==> src/rtl/pkg_tpu.sv <==
// pkg_tpu: shared types for the TPU index units.
//   index_t    register-file index
//   mask_t     per-beat write mask
//   wb_cfg_t   write-back descriptor pushed at issue time
//   wb_state_t write-back sequencer state
//   wb_addr()  base + row*pitch + col, wrapping modulo 2^WIDTH_INDEX
package pkg_tpu;

    localparam int WIDTH_INDEX = 8;
    localparam int WIDTH_MASK  = 16;

    typedef logic [WIDTH_INDEX-1:0] index_t;
    typedef logic [WIDTH_MASK-1:0]  mask_t;

    typedef struct packed {
        index_t base;
        index_t window;
        index_t pitch;
        index_t length;
        logic   slice;
        logic   masked;
        mask_t  mask;
    } wb_cfg_t;

    typedef enum logic {
        IDLE = 1'b0,
        RUN  = 1'b1
    } wb_state_t;

    // Evaluated at index_t width, so the result wraps with no saturation.
    function automatic index_t wb_addr(index_t base, index_t row, index_t pitch, index_t col);
        return base + row * pitch + col;
    endfunction

endpackage

==> src/rtl/wb_cfg_fifo.sv <==
// wb_cfg_fifo: synchronous descriptor queue with simultaneous push/pop.
//   clock, reset  single clock, synchronous active-high reset
//   push          push request; push_ok reports whether it was taken
//   push_data     descriptor to store
//   pop           pop the head (caller guarantees non-empty)
//   head          current head descriptor
//   full          registered, set when occupancy equals DEPTH
//   empty         occupancy is zero
//   single        exactly one entry queued
module wb_cfg_fifo
    import pkg_tpu::*;
#(
    parameter int DEPTH = 4
) (
    input  logic    clock,
    input  logic    reset,
    input  logic    push,
    input  wb_cfg_t push_data,
    output logic    push_ok,
    input  logic    pop,
    output wb_cfg_t head,
    output logic    full,
    output logic    empty,
    output logic    single
);

    localparam int PW = $clog2(DEPTH);
    localparam int CW = PW + 1;

    wb_cfg_t         mem [DEPTH];
    logic [PW-1:0]   wr_ptr;
    logic [PW-1:0]   rd_ptr;
    logic [CW-1:0]   count;
    logic [CW-1:0]   count_next;
    logic            pop_ok;

    // A full queue still takes a push when the head leaves in the same cycle.
    assign push_ok    = push & (~full | pop);
    assign pop_ok     = pop & ~empty;
    assign count_next = count + CW'(push_ok) - CW'(pop_ok);

    assign empty  = (count == '0);
    assign single = (count == CW'(1));
    assign head   = mem[rd_ptr];

    always_ff @(posedge clock) begin
        if (reset) begin
            wr_ptr <= '0;
            rd_ptr <= '0;
            count  <= '0;
            full   <= 1'b0;
        end else begin
            if (push_ok) wr_ptr <= wr_ptr + 1'b1;
            if (pop_ok)  rd_ptr <= rd_ptr + 1'b1;
            count <= count_next;
            full  <= (count_next == CW'(DEPTH));
        end
    end

    always_ff @(posedge clock) begin
        if (push_ok) mem[wr_ptr] <= push_data;
    end

endmodule

==> src/rtl/wb_index.sv <==
// wb_index: write-back index generator. Issue pushes write descriptors;
// returning result beats are matched in order and each accepted beat
// produces a register-file write (index, enable, data, last) one cycle later.
//   clock, reset       single clock, synchronous active-high reset
//   I_Stall            blocks beat acceptance and freezes the sequencer
//   I_Cfg_*            descriptor push; O_Cfg_Full is the registered full flag
//   I_Valid, I_Data    result beat; taken when I_Valid & O_Ready
//   O_Req..O_Last      registered write port, one cycle per accepted beat
//   O_Overflow         sticky protocol error (dropped push / beat with empty
//                      queue), only built with WB_INDEX_OVERFLOW_CHK_EN defined
//
// state | meaning
// IDLE  | no descriptor active; moves to RUN once the queue is non-empty
// RUN   | head descriptor active; beats advance k/col/row
module wb_index
    import pkg_tpu::*;
#(
    parameter int NUM_ENTRY_CFG = 4,
    parameter int WIDTH_DATA    = 32
) (
    input  logic                   clock,
    input  logic                   reset,
    input  logic                   I_Stall,
    input  logic                   I_Cfg_Req,
    input  logic [WIDTH_INDEX-1:0] I_Cfg_Base,
    input  logic [WIDTH_INDEX-1:0] I_Cfg_Window,
    input  logic [WIDTH_INDEX-1:0] I_Cfg_Pitch,
    input  logic [WIDTH_INDEX-1:0] I_Cfg_Length,
    input  logic                   I_Cfg_Slice,
    input  logic                   I_Cfg_Masked,
    input  logic [WIDTH_MASK-1:0]  I_Cfg_Mask,
    output logic                   O_Cfg_Full,
    input  logic                   I_Valid,
    input  logic [WIDTH_DATA-1:0]  I_Data,
    output logic                   O_Ready,
    output logic                   O_Req,
    output logic                   O_We,
    output logic [WIDTH_INDEX-1:0] O_Index,
    output logic [WIDTH_DATA-1:0]  O_Data,
    output logic                   O_Last,
    output logic                   O_Overflow
);

    wb_cfg_t   cfg_in;
    wb_cfg_t   cur;
    wb_state_t state;
    index_t    k;
    index_t    col;
    index_t    row;
    index_t    eff_len;
    logic      push_ok;
    logic      q_empty;
    logic      q_single;
    logic      accept;
    logic      is_last;
    logic      pop;
    logic      we_beat;
    logic [$clog2(WIDTH_MASK)-1:0] k_lo;

    assign cfg_in = '{base:   I_Cfg_Base,
                      window: I_Cfg_Window,
                      pitch:  I_Cfg_Pitch,
                      length: I_Cfg_Length,
                      slice:  I_Cfg_Slice,
                      masked: I_Cfg_Masked,
                      mask:   I_Cfg_Mask};

    // The active descriptor is read straight from the queue head: it stays
    // queued until its last beat pops it, so the next head is visible in
    // the following cycle and RUN->RUN needs no separate reload path.
    wb_cfg_fifo #(.DEPTH(NUM_ENTRY_CFG)) u_cfg_fifo (
        .clock     (clock),
        .reset     (reset),
        .push      (I_Cfg_Req),
        .push_data (cfg_in),
        .push_ok   (push_ok),
        .pop       (pop),
        .head      (cur),
        .full      (O_Cfg_Full),
        .empty     (q_empty),
        .single    (q_single)
    );

    assign O_Ready = ~q_empty & ~I_Stall & (state == RUN);
    assign accept  = I_Valid & O_Ready;
    assign eff_len = cur.slice ? cur.length : '0;
    assign is_last = (k == eff_len);
    assign pop     = accept & is_last;

    // Beats past the mask width are always written.
    assign k_lo    = k[$clog2(WIDTH_MASK)-1:0];
    assign we_beat = ~cur.masked | ((k < index_t'(WIDTH_MASK)) ? cur.mask[k_lo] : 1'b1);

    always_ff @(posedge clock) begin
        if (reset) begin
            state   <= IDLE;
            k       <= '0;
            col     <= '0;
            row     <= '0;
            O_Req   <= 1'b0;
            O_We    <= 1'b0;
            O_Index <= '0;
            O_Data  <= '0;
            O_Last  <= 1'b0;
        end else begin
            O_Req   <= accept;
            O_We    <= accept & we_beat;
            O_Index <= accept ? wb_addr(cur.base, row, cur.pitch, col) : '0;
            O_Data  <= accept ? I_Data : '0;
            O_Last  <= accept & is_last;

            unique case (state)
                IDLE: begin
                    if (!q_empty) begin
                        state <= RUN;
                        k     <= '0;
                        col   <= '0;
                        row   <= '0;
                    end
                end
                RUN: begin
                    if (accept) begin
                        if (is_last) begin
                            k   <= '0;
                            col <= '0;
                            row <= '0;
                            // Stay in RUN when another descriptor remains,
                            // including one pushed in this same cycle.
                            if (q_single && !push_ok) state <= IDLE;
                        end else begin
                            k <= k + 1'b1;
                            if (col == cur.window) begin
                                col <= '0;
                                row <= row + 1'b1;
                            end else begin
                                col <= col + 1'b1;
                            end
                        end
                    end
                end
                default: state <= IDLE;
            endcase
        end
    end

`ifdef WB_INDEX_OVERFLOW_CHK_EN
    logic drop;
    logic underflow;

    assign drop      = I_Cfg_Req & ~push_ok;
    assign underflow = I_Valid & ~I_Stall & q_empty;

    always_ff @(posedge clock) begin
        if (reset) begin
            O_Overflow <= 1'b0;
        end else if (drop || underflow) begin
            O_Overflow <= 1'b1;
        end
    end
`else
    assign O_Overflow = 1'b0;
`endif

endmodule

==> config.mk <==
export PLATFORM = sky130hd
export DESIGN_NAME = wb_index
export DESIGN_NICKNAME = d
export VERILOG_FILES = /design/src/rtl/pkg_tpu.sv /design/src/rtl/wb_cfg_fifo.sv /design/src/rtl/wb_index.sv
export SDC_FILE = /design/constraint.sdc
export NUM_CORES = 1
export LEC_CHECK = 0
export BUFFER_PORTS_ARGS = -buffer_cell sky130_fd_sc_hd__clkbuf_2
export CORE_ASPECT_RATIO = 0.5
export CORE_MARGIN = 2
export CORE_UTILIZATION = 45
export CTS_CLUSTER_DIAMETER = 30
export CTS_CLUSTER_SIZE = 40
export DETAILED_ROUTE_END_ITERATION = 8
export PLACE_DENSITY = 0.65
export SYNTH_ARGS = -nofsm -noshare
export SYNTH_HDL_FRONTEND = slang
export SYNTH_SLANG_ARGS = --single-unit
==> constraint.sdc <==
create_clock -name clock -period 5.75 [get_ports clock]
set_input_delay 0.2875 -clock clock [delete_from_list [all_inputs] [get_ports clock]]
set_output_delay 0.2875 -clock clock [all_outputs]
set_load 0.01 [all_outputs]
==> metrics.txt, run 1 <==
number of buffers inserted by port buffering 131; warnings from Yosys 0; layout overhead on the synthesized area 25.09%; global router's overall resource usage 0.1733; share of Yosys cell area claimed by the top area cell type 0.5017; Cell Chain, Critical Path mux4_2 -> nand2_1 -> fa_1 -> inv_1 -> fa_1 -> ha_1 -> fa_1 -> inv_1 -> fa_1 -> inv_1 -> ha_1 -> a21oi_1 -> o21bai_1 -> a21oi_1 -> xnor2_1 -> xnor2_1 -> nor2_1; path class of the lowest-slack min-delay path in2reg; post-layout instance area 14,970 um^2; per-cell routed wire length 17.05 um; number of buffers on the longest clock path 3; initial core utilization 0.4556; post-synthesis average cell area 15.67 um^2; die width 234.7 um; Tcrit/Tclk final 0.8699; top cell type by total area after synthesis edfxtp_1; power density normalized to cell area 349.1 nW/um^2; setup fix buffers added after clock tree synthesis 0; number of placement rows 42; run status complete, no violations; CTS tree done; main area contributors after synthesis edfxtp_1, dfxtp_1, mux4_2, fa_1, ha_1; Total Die Area 28,000 um^2; highest clock frequency the design can meet roughly 0.20 GHz; antenna violations before repair 0; final hold violations 0; largest net degree at the start of global routing 43; grt ovf 0; share of layout cells above drive strength 1 0.2566; fin nets 1,130; DP Wirelength 15,040 um; Slew Viols, Final 0; die height 119.3 um; CP most frequent cell fa_1; async set or reset register ratio after synthesis 0; Top-Level Pins 133; remaining design rule violation count 0; peak supply drop 0.1792 mV; via count of the first global-routing pass 7,285; number of cells traversed by the worst hold path 1; Leak Pwr 0.005544 uW; diode insertion count for antenna repair 0; share of the yosys chip area belonging to registers 0.6322; Cell Area, Synth 11,970 um^2; vias after detailed routing 6,905; clock root cell clkbuf_16; Top FF cell, synth edfxtp_1; Worst Reg-to-Reg Cells 17; # resized after CTS 0; GP Congestion between 0.7 and 0.8; most frequent cells after synthesis edfxtp_1, dfxtp_1, inv_1, and2_1, mux4_2; hold endpoint u_cfg_fifo.mem[3][27]; end of the worst register-to-register path O_Index[7]; worst-path maximum fanout 17; Crit path required time 6160 ps; post-place instance area 12,970 um^2; CP arrival 5420 ps; skew final 19.20 ps; setup repair after global routing missed its margin no; number of nets with antenna violations after detailed routing 0; longest individual stage delay on the worst path 640 ps; post-synthesis cell count 764; worst hold start I_Cfg_Pitch[1]; count of unique library cells instantiated by Yosys 57; summed negative setup slack over all endpoints 0 ps; number of optimization iterations in the first detailed-route pass 4; Clk pin slew, worst setup/hold paths 60 ps; post-detailed-routing wire length 23,340 um; Max-slew headroom 0.2753; wire length of the first global-routing pass 38,070 um; Max-Cap Viols 0; most used standard cell by instance count after synthesis edfxtp_1; slew at the pin with the worst max-slew slack 1085 ps; CTS HTree Levels 2; reg-to-reg setup timing slack approximately 750 ps; synthesis-stage register bit count 278; Sinks on Clock Net 278; slowest library cell on the worst path mux4_2; number of synthesized flops with an enable pin 200; vias per cell approximately 5; post-layout min period between 5000 and 6000 ps; clock insertion delay at the later pin of the skew report ~530 ps; startpoint types register; setup violation total in the final timing report 0; hold buffer count at cts 79; number of nets produced by synthesis 905; Detailed Route Iter0 Violations 408; TritonCTS buffer count 37; start-to-end type of the worst setup path reg2reg; type of destination of the critical path register; Core Footprint ~26,000 um^2
-- layout make-up --
cell class / instances / area, um^2
fill: 2039 / 11300
sequential: 278 / 7572
multi-input combinational: 404 / 4004
timing repair buffer: 219 / 1564
clock buffer: 45 / 1050
tap: 352 / 440.4
inverter: 49 / 183.9
clock inverter: 22 / 158.9
-- report_power, final --
part / switching [uW] / total, uW / internal (uW)
registers: 85.5 / 2400 / 2310
clock network: 863 / 2180 / 1320
logic: 357 / 649 / 292
total: 1310 / 5230 / 3920
-- placed cells by master, fill, tap and decap left out, drive strengths merged, types with 5 or more instances in the layout --
master         n
o31ai          5
nand2         41
nand3         15
nand4          9
dlygate4sd3   79
fa            23
edfxtp       200
mux4          54
a21oi         19
mux2i         10
o22ai          5
buf            9
nor2          29
xnor2         40
ha            31
nor3           9
or4            5
inv           54
dfxtp         78
clkinv        15
o21ai          9
clkbuf       176
xor2          11
and2          47
-- state kept, by name, indices dropped and copies added (netlist names), named ones only --
name	count
O_Last	1
O_Index	8
u_cfg_fifo.mem	200
col	8
u_cfg_fifo.full	1
O_We	1
u_cfg_fifo.count	3
u_cfg_fifo.wr_ptr	2
O_Req	1
row	8
k	8
u_cfg_fifo.rd_ptr	2
state	1
O_Data	32
-- per-stage QoR --
step | setup WS, ps | power, uW | instances | utilization | hold slack, ps
floorplan | 679.4 | 2836 | 764 | - | 386.4
global placement | 787.5 | 3031 | 1223 | 0.4938 | 459.9
detailed placement | 697.8 | 3053 | 1223 | 0.4938 | 484.1
CTS | 704.7 | 5286 | 1369 | 0.5699 | 1.758
global route | 431.0 | 5454 | 1369 | 0.5699 | 5.344
finish | 748.4 | 5228 | 1369 | 0.5699 | 14.91
-- critical path, delay by kind of cell, from the launching register on --
| kind | cells | cell delay (ps) |
|---|---|---|
| buffers and inverters | 3 | 180 |
| muxes | 1 | 640 |
| AOI/OAI and AO/OA | 3 | 500 |
| DFF | 1 | 560 |
| adders and majority gates | 6 | 2540 |
| xor gates and xnor gates | 2 | 280 |
| and+or+nand+nor | 2 | 180 |
-- layer usage --
layer / up-vias / GRT usage / wire [um]
met5: - / 0 / 0
met4: 0 / 0.05696 / 506
met3: 38 / 0.04404 / 1186
met2: 165 / 0.2851 / 11030
met1: 3429 / 0.2267 / 10610
li1: 3273 / - / -
-- kinds of logic (layout without fill, tap and decap cells) --
kind of cell    count (synthesis)  count (layout)  synth area share
compound gates                 50              50           0.02822
mux                            66              66            0.1150
xor+xnor                       51              51           0.03732
fa+ha+maj                      54              54           0.07087
flops                         278             278            0.6322
other cells                     1               1         0.0003133
simple gates                  182             182           0.08237
buf+inv                        82             335           0.03376
-- worst max-delay path by stage --
stage	from	to	slack (ps)	cells past startpoint
floorplan	register	O_Index[7]	680	20
global placement	register	O_Index[7]	790	17
detailed placement	register	O_Index[7]	700	17
CTS	register	O_Index[7]	700	17
global route	register	O_Index[7]	430	17
finish	register	O_Index[7]	750	17
Note: power is estimated with default switching activity, not from simulation.
==> inputs of run 2 (changes only) <==
--- a/config.mk
+++ b/config.mk
@@ -12,6 +12,7 @@
 export CTS_CLUSTER_DIAMETER = 30
 export CTS_CLUSTER_SIZE = 40
 export DETAILED_ROUTE_END_ITERATION = 8
+export GPL_TIMING_DRIVEN = 0
 export PLACE_DENSITY = 0.65
 export SYNTH_ARGS = -nofsm -noshare
 export SYNTH_HDL_FRONTEND = slang
==> constraint.sdc (replaced) <==
create_clock -name clock -period 6 [get_ports clock]
set_input_delay 0.3 -clock clock [delete_from_list [all_inputs] [get_ports clock]]
set_output_delay 0.3 -clock clock [all_outputs]
set_load 0.01 [all_outputs]
==> run 2 against run 1 <==
Compared with the run above:
- non-clock buffer count is 27 higher
- critical path depth is 3 higher
- register-to-register slack worse by 410 ps
- core utilization is 1.0 points higher
- worst setup slack worse by 410 ps
- via count is 3.2% higher
- power is 0.55% higher
- wire length is 6.1% higher
- first-iteration DRC count is 4.9% lower
- critical path type unchanged
- largest cell class unchanged
==> metrics.txt, run 2 (synthesis results as in run 1) <==
die width 234.7 um (unchanged); global router's overall resource usage 0.1807 (+0.007321); per-cell routed wire length 17.73 um (+4.0%); Max-slew headroom 0.4243 (+0.1491); Cell Chain, Critical Path buf_6 -> buf_12 -> buf_12 -> mux4_2 -> nand2_1 -> fa_1 -> inv_1 -> fa_1 -> ha_1 -> fa_1 -> inv_1 -> fa_1 -> inv_1 -> ha_1 -> a21oi_1 -> o21bai_1 -> a21oi_1 -> xnor2_1 -> xnor2_1 -> nor2_1; setup fix buffers added after clock tree synthesis 0 (unchanged); layout overhead on the synthesized area 27.37%; clock power share 0.441 (+0.024); Slew Viols, Final 0 (unchanged); type of destination of the critical path register; top layer reached by signal wires met4; CP most frequent cell fa_1; highest clock frequency the design can meet 0.1767 GHz (-12%); power density normalized to cell area 344.8 nW/um^2 (-1.2%); most frequent standard cell in the layout excluding fill and tap cells edfxtp_1; DP Wirelength 15,500 um (+3.1%); registers with the most flip-flops u_cfg_fifo.mem x200, O_Data x32; detailed route wirelength on metal3 1200 um (+1.2%); Top-Level Pins 133 (unchanged); # resized after CTS 0 (unchanged); grt ovf 0 (unchanged); peak supply drop 0.1730 mV (-3.5%); summed negative setup slack over all endpoints 0 ps (unchanged); P_sw 1333 uW (+2.1%); diode insertion count for antenna repair 0 (unchanged); number of buffers inserted by port buffering 131 (unchanged); Core Util, Final 0.5802 (+0.01038); WL met1 11,150 um (+5.0%); Filler Cells Inserted 2,031 (-0.39%); skew final 14.56 ps (-4.636 ps); sequential share of power 0.433 (-0.025); setup repair after global routing missed its margin no; slowest library cell on the worst path mux4_2; initial core utilization 0.4556 (unchanged); vias after detailed routing 7,126 (+3.2%); P_int 3924 uW (about the same); Sinks on Clock Net 278 (unchanged); post-detailed-routing wire length 24,760 um (+6.1%); path class of the lowest-slack min-delay path in2reg; flip-flop count of the largest register after layout 200 (unchanged); slew at the pin with the worst max-slew slack 863.5 ps (-221.4 ps); start-to-end type of the worst setup path reg2reg; die height 119.3 um (unchanged); clock insertion delay at the later pin of the skew report 540 ps (about the same); GP Congestion 0.8177 (+4.0%); top library cells by usage in the layout, fill and taps aside edfxtp_1, clkbuf_2, dlygate4sd3_1; Reg with most FFs u_cfg_fifo.mem; vias per cell 5.101 (+1.1%); Crit path required time 6410 ps (+250 ps); number of buffers on the longest clock path 3 (unchanged); run status complete, no violations; switching fraction of total power 0.2536 (+0.003789); clock root cell clkbuf_16; number of nets with antenna violations after detailed routing 0 (unchanged); number of optimization iterations in the first detailed-route pass 5 (+1); final hold violations 0 (unchanged); CTS HTree Levels 2 (unchanged); Tcrit/Tclk final 0.9430 (+0.07317); Clk pin slew, worst setup/hold paths 60 ps (about the same); Total Die Area 28,000 um^2 (unchanged); CP arrival 6070 ps (+650 ps); reg-to-reg setup timing slack 340 ps (-410 ps); Gate power share 0.126 (+0.002); longest individual stage delay on the worst path 600 ps (-40 ps); Core Footprint 26,280 um^2 (unchanged); fin nets 1,158 (+2.5%); share of layout cells above drive strength 1 0.2593 (+0.002693); antenna violations before repair 0 (unchanged); remaining design rule violation count 0 (unchanged); number of placement rows 42 (unchanged); post-layout min period 5658 ps (+656.5 ps); Max-Cap Viols 0 (unchanged); setup violation total in the final timing report 0 (unchanged); Detailed Route Iter0 Violations 388 (-4.9%); startpoint types register; wire length of the first global-routing pass 39,450 um (+3.6%); worst-path maximum fanout 10 (-7); largest net degree at the start of global routing 51 (+19%); Leak Pwr 0.005684 uW (+2.5%); CTS tree done; TritonCTS buffer count 38 (+2.7%); hold buffer count at cts 82 (+3.8%); via count of the first global-routing pass 7,417 (+1.8%); routed length on met2 12,000 um (+8.7%)
==> run 2: changes by cell type in the layout (fill, tap and decap cells not counted), sizes merged <==
cell,before,now
clkbuf,176,191
inv,54,56
bufinv,0,4
clkinv,15,9
dlygate4sd1,0,1
buf,9,18
dlygate4sd3,79,82
==> run 2: final timing paths <==
path              startpoint                   end  cells after the start
setup reg to reg    register            O_Index[7]                     20
hold reg to reg       row[7]                row[7]                      2
hold / removal         reset  u_cfg_fifo.wr_ptr[1]                      3
setup / recovery    register            O_Index[7]                     20
==> run 2: area by class of cell <==
class / count / area (um^2) / area share
Buffer: 33 / 220.2 / 0.01444
Clock buffer: 46 / 1021 / 0.06697
Clock inverter: 22 / 327.8 / 0.02150
Inverter: 49 / 183.9 / 0.01206
Multi-Input combinational cell: 404 / 4009 / 0.2629
Sequential cell: 278 / 7567 / 0.4963
Tap cell: 352 / 440.4 / 0.02889
Timing Repair Buffer: 213 / 1476 / 0.09684
==> run 2: metrics by stage <==
| step | total power, uW | hold WS (ps) | worst slack [ps] | std cells | cell area (um^2) |
|---|---|---|---|---|---|
| after global routing | 5466 | 139.7 | 40.54 | 1397 | 15250 |
| final | 5257 | 136.5 | 341.9 | 1397 | 15250 |
| after detailed placement | 2937 | 490.4 | 359.7 | 1247 | 13080 |
| after floorplan | 2718 | 398.9 | 929.4 | 764 | 11970 |
| after CTS | 5310 | 106.8 | 327.9 | 1397 | 15250 |
| after global placement | 2921 | 477.6 | 361.4 | 1247 | 13070 |
==> run 2: critical path: cells and delay by family (launching register included) <==
| kind | cells | cell delay [ps] |
|---|---|---|
| xor gates and xnor gates | 2 | 340 |
| AOI/OAI and AO/OA | 3 | 560 |
| DFF | 1 | 520 |
| buffers and inverters | 6 | 760 |
| adders and majority gates | 6 | 2570 |
| muxes | 1 | 600 |
| and+or+nand+nor | 2 | 180 |
==> run 2: routing by layer <==
layer	track usage	vias to the layer above
met1	0.2329	3565
met2	0.3066	180
met4	0.05340	0
li1	-	3343
met5	0	-
met3	0.04265	38
==> run 2: power groups by stage <==
stage	logic (uW)	clock network, uW	registers (uW)
3_3_place_gp	605	0	2320
4_1_cts	671	2360	2280
2_1_floorplan	417	0	2300
6_report	665	2320	2280
5_1_grt	737	2440	2290
3_5_place_dp	622	0	2320
==> inputs of run 3 (changes only) <==
--- a/config.mk
+++ b/config.mk
@@ -13,6 +13,7 @@
 export CTS_CLUSTER_SIZE = 40
 export DETAILED_ROUTE_END_ITERATION = 8
 export GPL_TIMING_DRIVEN = 0
+export MAX_ROUTING_LAYER = met4
 export PLACE_DENSITY = 0.65
 export SYNTH_ARGS = -nofsm -noshare
 export SYNTH_HDL_FRONTEND = slang
==> constraint.sdc (replaced) <==
create_clock -name clock -period 6.38 [get_ports clock]
set_input_delay 0.319 -clock clock [delete_from_list [all_inputs] [get_ports clock]]
set_output_delay 0.319 -clock clock [all_outputs]
set_load 0.01 [all_outputs]
==> run 3 against run 2 <==
Compared with the run above:
- wire length down 0.14%
- first-iteration DRC count is 1.3% higher
- final area unchanged
- clock skew about the same
- critical path depth stayed put
- core utilization unchanged
- die area did not move
- final cell count unchanged
- global-route usage grew 0.53 points
- critical endpoint unchanged
==> metrics.txt, run 3 (synthesis results as in run 1) <==
run status complete, no violations; Slew Viols, Final 0 (unchanged); CP arrival 6060 ps (about the same); start-to-end type of the worst setup path reg2reg; global router's overall resource usage 0.1860 (+0.005323); CTS tree done; Reg with most FFs u_cfg_fifo.mem; GP Congestion 0.8299 (+1.5%); DP Wirelength 15,500 um (unchanged); setup repair after global routing missed its margin no; number of optimization iterations in the first detailed-route pass 5 (unchanged); worst-path maximum fanout 10 (unchanged); final hold violations 0 (unchanged); # resized after CTS 0 (unchanged); type of destination of the critical path register; antenna violations before repair 0 (unchanged); post-layout instance area 15,250 um^2 (unchanged); number of placement rows 42 (unchanged); Detailed Route Iter0 Violations 393 (+1.3%); fin nets 1,158 (unchanged); post-route insts no fill 1,397 (unchanged); flip-flop count of the largest register after layout 200 (unchanged); number of nets with antenna violations after detailed routing 0 (unchanged); vias per cell 5.113 (+0.24%); Sinks on Clock Net 278 (unchanged); CTS HTree Levels 2 (unchanged); Core Footprint 26,280 um^2 (unchanged); per-cell routed wire length 17.70 um (-0.14%); slowest library cell on the worst path mux4_2; clock insertion delay at the later pin of the skew report 540 ps (about the same); Cell Chain, Critical Path buf_6 -> buf_12 -> buf_12 -> mux4_2 -> nand2_1 -> fa_1 -> inv_1 -> fa_1 -> ha_1 -> fa_1 -> inv_1 -> fa_1 -> inv_1 -> ha_1 -> a21oi_1 -> o21bai_1 -> a21oi_1 -> xnor2_1 -> xnor2_1 -> nor2_1; longest individual stage delay on the worst path 600 ps (about the same); highest clock frequency the design can meet 0.1770 GHz (+0.14%); path class of the lowest-slack min-delay path in2reg; initial core utilization 0.4556 (unchanged); top library cells by usage in the layout, fill and taps aside edfxtp_1, clkbuf_2, dlygate4sd3_1; vias after detailed routing 7,143 (+0.24%); Max-slew headroom 0.4259 (+0.001502); Design Power 4943 uW (-6.0%); clock root cell clkbuf_16; Top-Level Pins 133 (unchanged); number of buffers inserted by port buffering 131 (unchanged); most frequent standard cell in the layout excluding fill and tap cells edfxtp_1; post-place instance area 13,080 um^2 (unchanged); summed negative setup slack over all endpoints 0 ps (unchanged); number of buffers on the longest clock path 3 (unchanged); Clk pin slew, worst setup/hold paths 60 ps (about the same); DP Cell Count 1,247 (unchanged); largest net degree at the start of global routing 51 (unchanged); registers with the most flip-flops u_cfg_fifo.mem x200, O_Data x32; Tcrit/Tclk final 0.8856 (-0.05737); grt ovf 0 (unchanged); Largest delay share family, worst path adder cells; diode insertion count for antenna repair 0 (unchanged); TritonCTS buffer count 38 (unchanged); remaining design rule violation count 0 (unchanged); Leak Pwr 0.005684 uW (unchanged); layout overhead on the synthesized area 27.37% (unchanged); peak supply drop 0.1628 mV (-5.9%); die height 119.3 um (unchanged); crit path buf inv count 6 (unchanged); post-detailed-routing wire length 24,730 um (-0.14%); skew final 14.48 ps (-0.08800 ps); post-layout min period 5650 ps (-7.696 ps); Total Die Area 28,000 um^2 (unchanged); startpoint types register; slew at the pin with the worst max-slew slack 861.2 ps (-2.253 ps); wire length of the first global-routing pass 39,410 um (-0.12%); setup violation total in the final timing report 0 (unchanged); Crit path required time 6790 ps (+380 ps); share of layout cells above drive strength 1 0.2593 (unchanged); die width 234.7 um (unchanged); CP most frequent cell fa_1; Max-Cap Viols 0 (unchanged); via count of the first global-routing pass 7,421 (+0.054%); power density normalized to cell area 324.2 nW/um^2 (-6.0%)
==> run 3: cell counts in the layout (fill, tap and decap cells not counted) <==
No cell type changed its count.
==> run 3: what timing repair did <==
action / CTS / global route
buffers inserted: 0 / 0
hold endpoints to repair: 229 / 0
hold buffers: 82 / 0
==> run 3: metal layers <==
metal / global-route usage / wire, um / up-vias
met4: 0.05340 / 417 / 0
met3: 0.04288 / 1259 / 38
met1: 0.2323 / 11000 / 3569
met5: - / 0 / -
li1: - / - / 3344
met2: 0.3068 / 12050 / 192
==> run 3: final timing paths <==
path | startpoint | end | slack, ps | depth (start not counted)
min reg2reg | row[7] | row[7] | 510 | 2
max reg2reg | register | O_Index[7] | 730 | 20
min | reset | u_cfg_fifo.wr_ptr[1] | 150 | 3
max | register | O_Index[7] | 730 | 20
==> run 3: through the flow <==
step | hold WS (ps) | utilization | setup WS (ps)
4_1_cts | 125.8 | 0.5802 | 707.9
3_3_place_gp | 477.6 | 0.4973 | 741.4
5_1_grt | 158.7 | 0.5802 | 420.5
2_1_floorplan | 417.9 | - | 1309
3_5_place_dp | 490.4 | 0.4977 | 739.7
6_report | 151.9 | 0.5802 | 729.6
==> run 3: worst min-delay path: stages <==
cell	delay, ps
clkbuf_2	140
nand2b_1	110
mux2i_1	60
==> run 3: cell type report <==
cell class                      count  area (um^2)
Fill cell                        2031        11030
Sequential cell                   278         7567
Multi-Input combinational cell    404         4009
Timing Repair Buffer              213         1476
Clock buffer                       46         1021
Tap cell                          352        440.4
Clock inverter                     22        327.8
Buffer                             33        220.2
Inverter                           49        183.9
==> run 3: report_power, final <==
| group | switching (uW) | internal [uW] |
|---|---|---|
| registers | 55.7 | 2080 |
| clock network | 835 | 1340 |
| logic | 362 | 264 |
